`config.mk`:
```
export PLATFORM = sky130hd
export DESIGN_NAME = serdes_bitslip_ctrl
export DESIGN_NICKNAME = d
export VERILOG_FILES = /design/src/rtl/serdes_pkg.sv /design/src/rtl/serdes_word_match.sv /design/src/rtl/serdes_bitslip_ctrl.sv
export SDC_FILE = /design/constraint.sdc
export NUM_CORES = 1
export LEC_CHECK = 0
export ABC_AREA = 1
export CORE_MARGIN = 5
export CORE_UTILIZATION = 39
export DETAILED_ROUTE_END_ITERATION = 10
export SLEW_MARGIN = 10
export SYNTH_ARGS = -nofsm -noshare
export SYNTH_HDL_FRONTEND = slang
export SYNTH_SLANG_ARGS = --single-unit
```
`constraint.sdc`:
```
create_clock -name CLKDIV -period 1.66 [get_ports CLKDIV]
set_input_delay 0.498 -clock CLKDIV [delete_from_list [all_inputs] [get_ports CLKDIV]]
set_output_delay 0.498 -clock CLKDIV [all_outputs]
set_load 0.01 [all_outputs]
```
`src/rtl/serdes_pkg.sv`:
```
// rtl/serdes_pkg.sv - shared types and defaults for the deserializer word-alignment logic
package serdes_pkg;

  typedef enum logic [2:0] {
    ST_IDLE,
    ST_SETTLE,
    ST_CHECK,
    ST_SLIP,
    ST_LOCKED,
    ST_FAILED
  } state_t;

  localparam int WIDTH_DEFAULT = 14;
  localparam logic [13:0] FRAME_PATTERN_14 = 14'h3F80;

endpackage

```
`src/rtl/serdes_word_match.sv`:
```
// rtl/serdes_word_match.sv - one-stage registered compare of a deserialized word against a fixed pattern
module serdes_word_match import serdes_pkg::*; #(
  parameter int WIDTH = WIDTH_DEFAULT,
  parameter logic [WIDTH-1:0] PATTERN = WIDTH'(FRAME_PATTERN_14)
) (
  input  logic             clk,
  input  logic             rstN,
  input  logic [WIDTH-1:0] q,
  output logic             match
);

  logic [WIDTH-1:0] qReg;

  always_ff @(posedge clk) begin
    if (!rstN) begin
      qReg <= '0;
    end else begin
      qReg <= q;
    end
  end

  assign match = (qReg == PATTERN);

endmodule

```
`src/rtl/serdes_bitslip_ctrl.sv`:
```
// rtl/serdes_bitslip_ctrl.sv - frame-word alignment FSM driving BITSLIP until the training pattern locks
module serdes_bitslip_ctrl import serdes_pkg::*; #(
  parameter int WIDTH = WIDTH_DEFAULT,
  parameter logic [WIDTH-1:0] PATTERN = WIDTH'(FRAME_PATTERN_14),
  parameter int SETTLE_CYCLES = 4,
  parameter int MATCH_COUNT = 16,
  parameter int MISS_LIMIT = 4,
  parameter int MAX_SLIPS = 14
) (
  input  logic             CLKDIV,
  input  logic             RST,
  input  logic             START,
  input  logic [WIDTH-1:0] Q,
  output logic             BITSLIP,
  output logic             BUSY,
  output logic             LOCKED,
  output logic             FAIL,
  output logic [3:0]       SLIP_CNT
);

  localparam int MW = $clog2(MATCH_COUNT + 1);
  localparam logic [3:0] SETTLE_LAST = 4'(SETTLE_CYCLES - 1);
  localparam logic [3:0] MISS_LAST = 4'(MISS_LIMIT - 1);
  localparam logic [3:0] SLIP_MAX = 4'(MAX_SLIPS);
  localparam logic [MW-1:0] MATCH_LAST = MW'(MATCH_COUNT - 1);

  state_t state;
  logic [3:0] settleCnt;
  logic [3:0] missCnt;
  logic [MW-1:0] matchCnt;
  logic match;

  serdes_word_match #(
    .WIDTH  (WIDTH),
    .PATTERN(PATTERN)
  ) uMatch (
    .clk  (CLKDIV),
    .rstN (RST),
    .q    (Q),
    .match(match)
  );

  always_ff @(posedge CLKDIV) begin
    if (!RST) begin
      state     <= ST_IDLE;
      BITSLIP   <= 1'b0;
      BUSY      <= 1'b0;
      LOCKED    <= 1'b0;
      FAIL      <= 1'b0;
      SLIP_CNT  <= '0;
      settleCnt <= '0;
      missCnt   <= '0;
      matchCnt  <= '0;
    end else begin
      BITSLIP <= 1'b0;
      // START only restarts from a resting state; it is ignored mid-alignment
      if (START && (state == ST_IDLE || state == ST_LOCKED || state == ST_FAILED)) begin
        state     <= ST_SETTLE;
        BUSY      <= 1'b1;
        LOCKED    <= 1'b0;
        FAIL      <= 1'b0;
        SLIP_CNT  <= '0;
        settleCnt <= '0;
        missCnt   <= '0;
        matchCnt  <= '0;
      end else begin
        case (state)
          ST_SETTLE: begin
            if (settleCnt == SETTLE_LAST) begin
              state     <= ST_CHECK;
              settleCnt <= '0;
              matchCnt  <= '0;
            end else begin
              settleCnt <= settleCnt + 4'd1;
            end
          end
          ST_CHECK: begin
            if (match) begin
              if (matchCnt == MATCH_LAST) begin
                state   <= ST_LOCKED;
                BUSY    <= 1'b0;
                LOCKED  <= 1'b1;
                missCnt <= '0;
              end else begin
                matchCnt <= matchCnt + MW'(1);
              end
            end else if (SLIP_CNT >= SLIP_MAX) begin
              state <= ST_FAILED;
              BUSY  <= 1'b0;
              FAIL  <= 1'b1;
            end else begin
              // pulse and count are raised together on entry to SLIP
              state    <= ST_SLIP;
              BITSLIP  <= 1'b1;
              SLIP_CNT <= SLIP_CNT + 4'd1;
            end
          end
          ST_SLIP: begin
            state     <= ST_SETTLE;
            settleCnt <= '0;
          end
          ST_LOCKED: begin
            if (match) begin
              missCnt <= '0;
            end else if (missCnt == MISS_LAST) begin
              state    <= ST_CHECK;
              LOCKED   <= 1'b0;
              BUSY     <= 1'b1;
              SLIP_CNT <= '0;
              missCnt  <= '0;
              matchCnt <= '0;
            end else begin
              missCnt <= missCnt + 4'd1;
            end
          end
          ST_IDLE, ST_FAILED: ;
          default: state <= ST_IDLE;
        endcase
      end
    end
  end

endmodule

```
---- Yosys cells after proc, flatten, opt, wreduce, memory -nomap -nowiden ----
Cells that the tools add are included.
storage, ports and cells
  flip-flop bits (word level) ............. 38
  bits in latches ......................... 0
  RAM bits ................................ 0
  ROM bits ................................ 0
  bits of input ports ..................... 17
  logic and storage cells ................. 102
  memories ................................ 0
operators by class
  add/subtract/negate cells ............... 4
  multipliers ............................. 0
  divide/modulo/power cells ............... 0
  $lt $le $gt $ge ......................... 1
  equal/unequal tests ..................... 24
  shifts and indexed selects .............. 0
  mux-type cells .......................... 39
  bitwise gates (word level) .............. 4
  reduce and logical (&&, ||, !) cells .... 19
operators with widths
  kind                                                                    count
  4-bit two-way mux                                                       9
  5-bit two-way mux                                                       5
  5-bit AND reduction                                                     5
  4-bit case mux with 2 select lines                                      3
  3-bit two-way mux                                                       6
  2-bit inequality test (second input constant)                           8
  3-bit case mux with 5 select lines                                      1
  5-bit case mux with 3 select lines                                      1
  14-bit equality test (second input constant)                            1
  4-bit by 1-bit adder with 4-bit output (second input constant)          3
  1-bit two-way mux                                                       12
  4-bit by 2-bit equality test with 1-bit output (second input constant)  2
  4-bit inequality test (second input constant)                           2
  3-bit by 2-bit equality test with 1-bit output (second input constant)  2
  3-bit equality test (second input constant)                             2
  3-bit inequality test (second input constant)                           2
  3-bit AND reduction                                                     2
  6-bit AND reduction                                                     1
  3-bit nonzero test                                                      2
  5-bit by 1-bit adder with 5-bit output (second input constant)          1
  5-bit by 4-bit equality test with 1-bit output (second input constant)  1
  4-bit greater-or-equal comparator (second input constant)               1
  1-bit inverter                                                          4
  1-bit case mux with 2 select lines                                      2
  10 further kinds                                                        13

---- Longest topological paths before layout ----
  depth after elaboration ................. 6
  mapped depth ............................ 11
  depth with buffers taken out ............ 11

---- By module ----
A second synthesis with hierarchy kept.
second synthesis, totals
  cells, all modules ...................... 265
  area, all modules ....................... 1856.8 um^2
by module, submodules not included
  module               instances  cells each  area an instance (um^2)
  serdes_bitslip_ctrl  1          207         1402.6
  serdes_word_match    1          58          454.2

---- Worst setup path before layout ----
No wires, ideal clock.
  kind .................................... reg-to-reg
  from .................................... register SLIP_CNT[0]
  to ...................................... register SLIP_CNT[0]
  library setup time ...................... 115 ps
  arrival time ............................ 1444 ps
  required time ........................... 1545 ps
  path slack .............................. 101 ps
  stages on the path, launching flop included .. 8
  period minus slack after synthesis ...... 1559 ps
  cells stage by stage .................... dfxtp_1 > inv_1 > ha_1 > o211ai_1 > nand2_1 > nand2_1 > nand3_2 > o21a_1
between the ends
  cells in the longest elaborated chain, start to end .. 4
  elaborated cells between the ends (all ways) .. 7
  those cells by class .................... add/sub (1); order compare (1); eq/ne (1); mux (3); reduce/logical (1)
RTL lines
  item                                    line                       source
  start, declared                         serdes_bitslip_ctrl.sv:18  output logic [3:0] SLIP_CNT
  start signal, assigned                  serdes_bitslip_ctrl.sv:95  SLIP_CNT <= SLIP_CNT + 4'd1;
  4-bit by 1-bit adder with 4-bit output  serdes_bitslip_ctrl.sv:95
  4-bit two-way mux                       serdes_bitslip_ctrl.sv:87  end else if (SLIP_CNT >= SLIP_MAX) begin
  4-bit two-way mux                       serdes_bitslip_ctrl.sv:78  if (match) begin
  4-bit case mux with 2 select lines      serdes_bitslip_ctrl.sv:67  case (state)
Several ways; a longest one is shown, not always the timed one. The select of a mux whose other input is x is not followed.
A chain may end at the register's enable or synchronous reset.

---- Worst setup path after layout ----
  from .................................... register matchCnt[0]
  to ...................................... register missCnt[3]
between the ends
  cells in the longest elaborated chain, start to end .. 3
RTL lines
  item                                            line                        source
  start, declared                                 serdes_bitslip_ctrl.sv:30   logic [MW-1:0] matchCnt;
  start signal, assigned                          serdes_bitslip_ctrl.sv:85   matchCnt <= matchCnt + MW'(1);
  5-bit by 4-bit equality test with 1-bit output  serdes_bitslip_ctrl.sv:79   if (matchCnt == MATCH_LAST) begin
  2-bit inequality test (no source line)          --
  3-bit AND reduction (no source line)            --
  end signal, assigned                            serdes_bitslip_ctrl.sv:113  missCnt <= missCnt + 4'd1;
  end, declared                                   serdes_bitslip_ctrl.sv:29   logic [3:0] missCnt;
No other way between the ends.

==> run_results.csv <==
group,metric,value,unit
sta,fin_skew,0.00548,ns
critical_path,rr_worst_depth,11,
global_route,track_usage,0.131,
global_route,grt_max_degree,17,
detailed_routing,wl_per_cell,10.2,µm
finish,drive_above_1_share,0.211,
clocking,clockBufferDepth,2,
detailed_routing,drtAntennaViolNets,0,
yosys,yosysSeqAreaShare,0.401,
clocking,worstSkewPairLatency,0.29,ns
clocking,cts_hold_buf,0,
sta,period_needed,1.57,ns
hold_path,hold_path_depth,2,
placed_design,place.gp.congestion,0.826,
floorplan,io_pins,25,
sta,timing.fmax,638,MHz
yosys,avgSynthCellArea,7.30,µm²
critical_path,reg2reg_from,"matchCnt[0]",
yosys,synth.area.top_cells,"dfxtp_1 (40%), nand2_1 (13%), inv_1 (6.7%)",
clocking,cts_buffers,5,
floorplan,row_count,25,
detailed_routing,routed_via_density,4.38,
sta,rsz0062_at_grt,"true",
sta,tightestPinTransition,0.267,ns
critical_path,cp_max_fo,4,
global_route,grt_pass1_wl,6.49,mm
global_route,grt-ovfl-total,0,
yosys,synthTopCellsByCount,"nand2_1 (66), dfxtp_1 (38), inv_1 (34), nor2_1 (27), a21oi_1 (18)",
critical_path,setup.worst_path.start_class,"flip-flop",
global_route,first_global_vias,1540,
yosys,synth_most_common_cell,"nand2_1",
global_route,antenna_found_initial,0,
hold_path,hp-start,"settleCnt[3]",
critical_path,worstSetupEndpointType,"flip-flop",
clocking,cts_num_sinks,38,
power_and_ir_drop,p_leak,1.12,nW
yosys,synth_top_area_share,0.401,
hold_path,min_path_type,"flip-flop to flip-flop",
yosys,synthCells,260,
floorplan,coreArea,4720,µm²
yosys,yosysUniqueCellTypes,32,
detailed_routing,routed_wl,3.74,mm
sta,drv_slew,0,
sta,hold_violations,0,
clocking,clock-root-buffer,"clkbuf_8",
critical_path,setup.worst_path.class,"flip-flop to flip-flop",
power_and_ir_drop,p_per_area,830,nW/µm²
floorplan,die_x,79.8,µm
yosys,synth_largest_area_cell,"dfxtp_1",
sta,setup_violations,0,
outcome,status,"completed",
clocking,clkTransAtPathRegs,0.07,ns
finish,fin_nets,321,
yosys,async_flop_share,0,
detailed_routing,num_vias,1602,
floorplan,die_y,79.8,µm
yosys,ys.flop_type,"dfxtp_1",
finish,syn2layout_area_growth,27.5,%
yosys,synth_edf_count,0,
critical_path,critPathArrivalTime,1.75,ns
placed_design,dp_hpwl,2.95,mm
yosys,syn_area,1900,µm²
critical_path,setup.worst_path.start,"matchCnt[0]",
critical_path,cp.required,1.84,ns
placed_design,io_buffers,24,
floorplan,die-area,6360,µm²
sta,fin_crit_sh,0.945,
sta,slew-limit-headroom,0.822,
finish,antenna_cells,0,
flow_run,max_cap_violations,0,
clocking,h-tree-depth,2,
yosys,syn_nets,283,
sta,setup_tns,0,ns
yosys,yosysWarnings,0,
detailed_routing,drt_iter0_drc,64,
detailed_routing,firstDrtPassIters,5,
yosys,ys_seq_elements,38,
clocking,cts_setup_buffers,0,
clocking,cts_tree,"built",
detailed_routing,drc,0,
power_and_ir_drop,irDropWorstVdd,0.000601,V
floorplan,start_util,0.402,
finish,final_util,0.512,
-- state kept, by name, summed over array words and instances, names as in the netlist --
register     cells
FAIL             1
uMatch.qReg     14
settleCnt        4
BUSY             1
state            3
missCnt          4
LOCKED           1
BITSLIP          1
SLIP_CNT         4
matchCnt         5
-- path summary, 6_finish.rpt --
kind | end | slack [ns]
min | settleCnt[3] | 0.46
max | missCnt[3] | 0.09
max reg2reg | missCnt[3] | 0.09
min reg2reg | settleCnt[3] | 0.46
-- where the power goes --
group | leakage (nW) | total [W] | internal, W | switching (W)
registers | 0.313 | 0.000972 | 0.000948 | 0.0000241
logic | 0.762 | 0.000391 | 0.000166 | 0.000224
clock network | 0.0472 | 0.000646 | 0.000333 | 0.000313
-- cell usage in the layout (no fill, tap or decap), drive strengths merged, types with 2 or more instances in the layout --
cell | netlist | final
a21oi | 20 | 20
buf | 2 | 10
clkbuf | 1 | 6
clkdlybuf4s50 | 0 | 16
dfxtp | 38 | 38
dlygate4sd2 | 0 | 8
ha | 6 | 6
inv | 41 | 41
nand2 | 75 | 75
nand3 | 16 | 16
nand4 | 4 | 4
nor2 | 36 | 36
o21a | 2 | 2
o21ai | 4 | 4
or2 | 5 | 5
xor2 | 6 | 6
-- metal layers --
| layer | part of all wire | routed length [µm] | track usage | vias to the layer above |
|---|---|---|---|---|
| met5 | 0 | 0 | 0 | - |
| met4 | 0.017 | 65 | 0.0557 | 0 |
| met3 | 0.032 | 118 | 0.0327 | 5 |
| met2 | 0.46 | 1720 | 0.222 | 19 |
| met1 | 0.49 | 1840 | 0.156 | 699 |
| li1 | - | - | - | 879 |
-- logic make-up (layout without fill, tap and decap cells) --
kind of cell    count (synthesis)  in the layout  synth area share
flops                          38             38             0.401
simple gates                  138            138             0.355
compound gates                 28             28            0.0850
xor+xnor                        6              6            0.0277
fa+ha+maj                       6              6            0.0396
buf+inv                        44             83            0.0923
-- layout make-up --
cell class | count | area (µm²)
Clock inverter | 2 | 12.5
Multi-Input combinational cell | 178 | 998
Tap cell | 67 | 83.8
Clock buffer | 6 | 82.6
Inverter | 41 | 159
Timing Repair Buffer | 34 | 318
Fill cell | 463 | 2300
Sequential cell | 38 | 766
-- timing repair --
action | in CTS | in global routing
resized for setup | 9 | 12
pin swaps | 0 | 2
setup endpoints to repair | 8 | 17
-- stage by stage --
stage | cells | hold slack [ns] | power, W | area, µm² | setup slack, ns
floorplan | 260 | 0.441 | 0.00126 | 1900 | 0.101
global placement | 358 | 0.445 | 0.00138 | 2290 | 0.0131
detailed placement | 358 | 0.456 | 0.00138 | 2290 | 0.0182
CTS | 366 | 0.468 | 0.00203 | 2380 | 0.0396
global route | 366 | 0.485 | 0.00213 | 2420 | -0.00755
finish | 366 | 0.462 | 0.00201 | 2420 | 0.0918
-- critical path: stages, from the launching register on --
cell and delay [ns]:
dfxtp_2 0.36, ha_4 0.13, nand2_1 0.06, nor2_1 0.12, ha_2 0.23, inv_1 0.05
nand2_1 0.07, nand2_2 0.06, a21oi_4 0.16, inv_2 0.07, a21oi_2 0.11, nor2_1 0.05
Note: power is estimated with default switching activity, not from simulation.
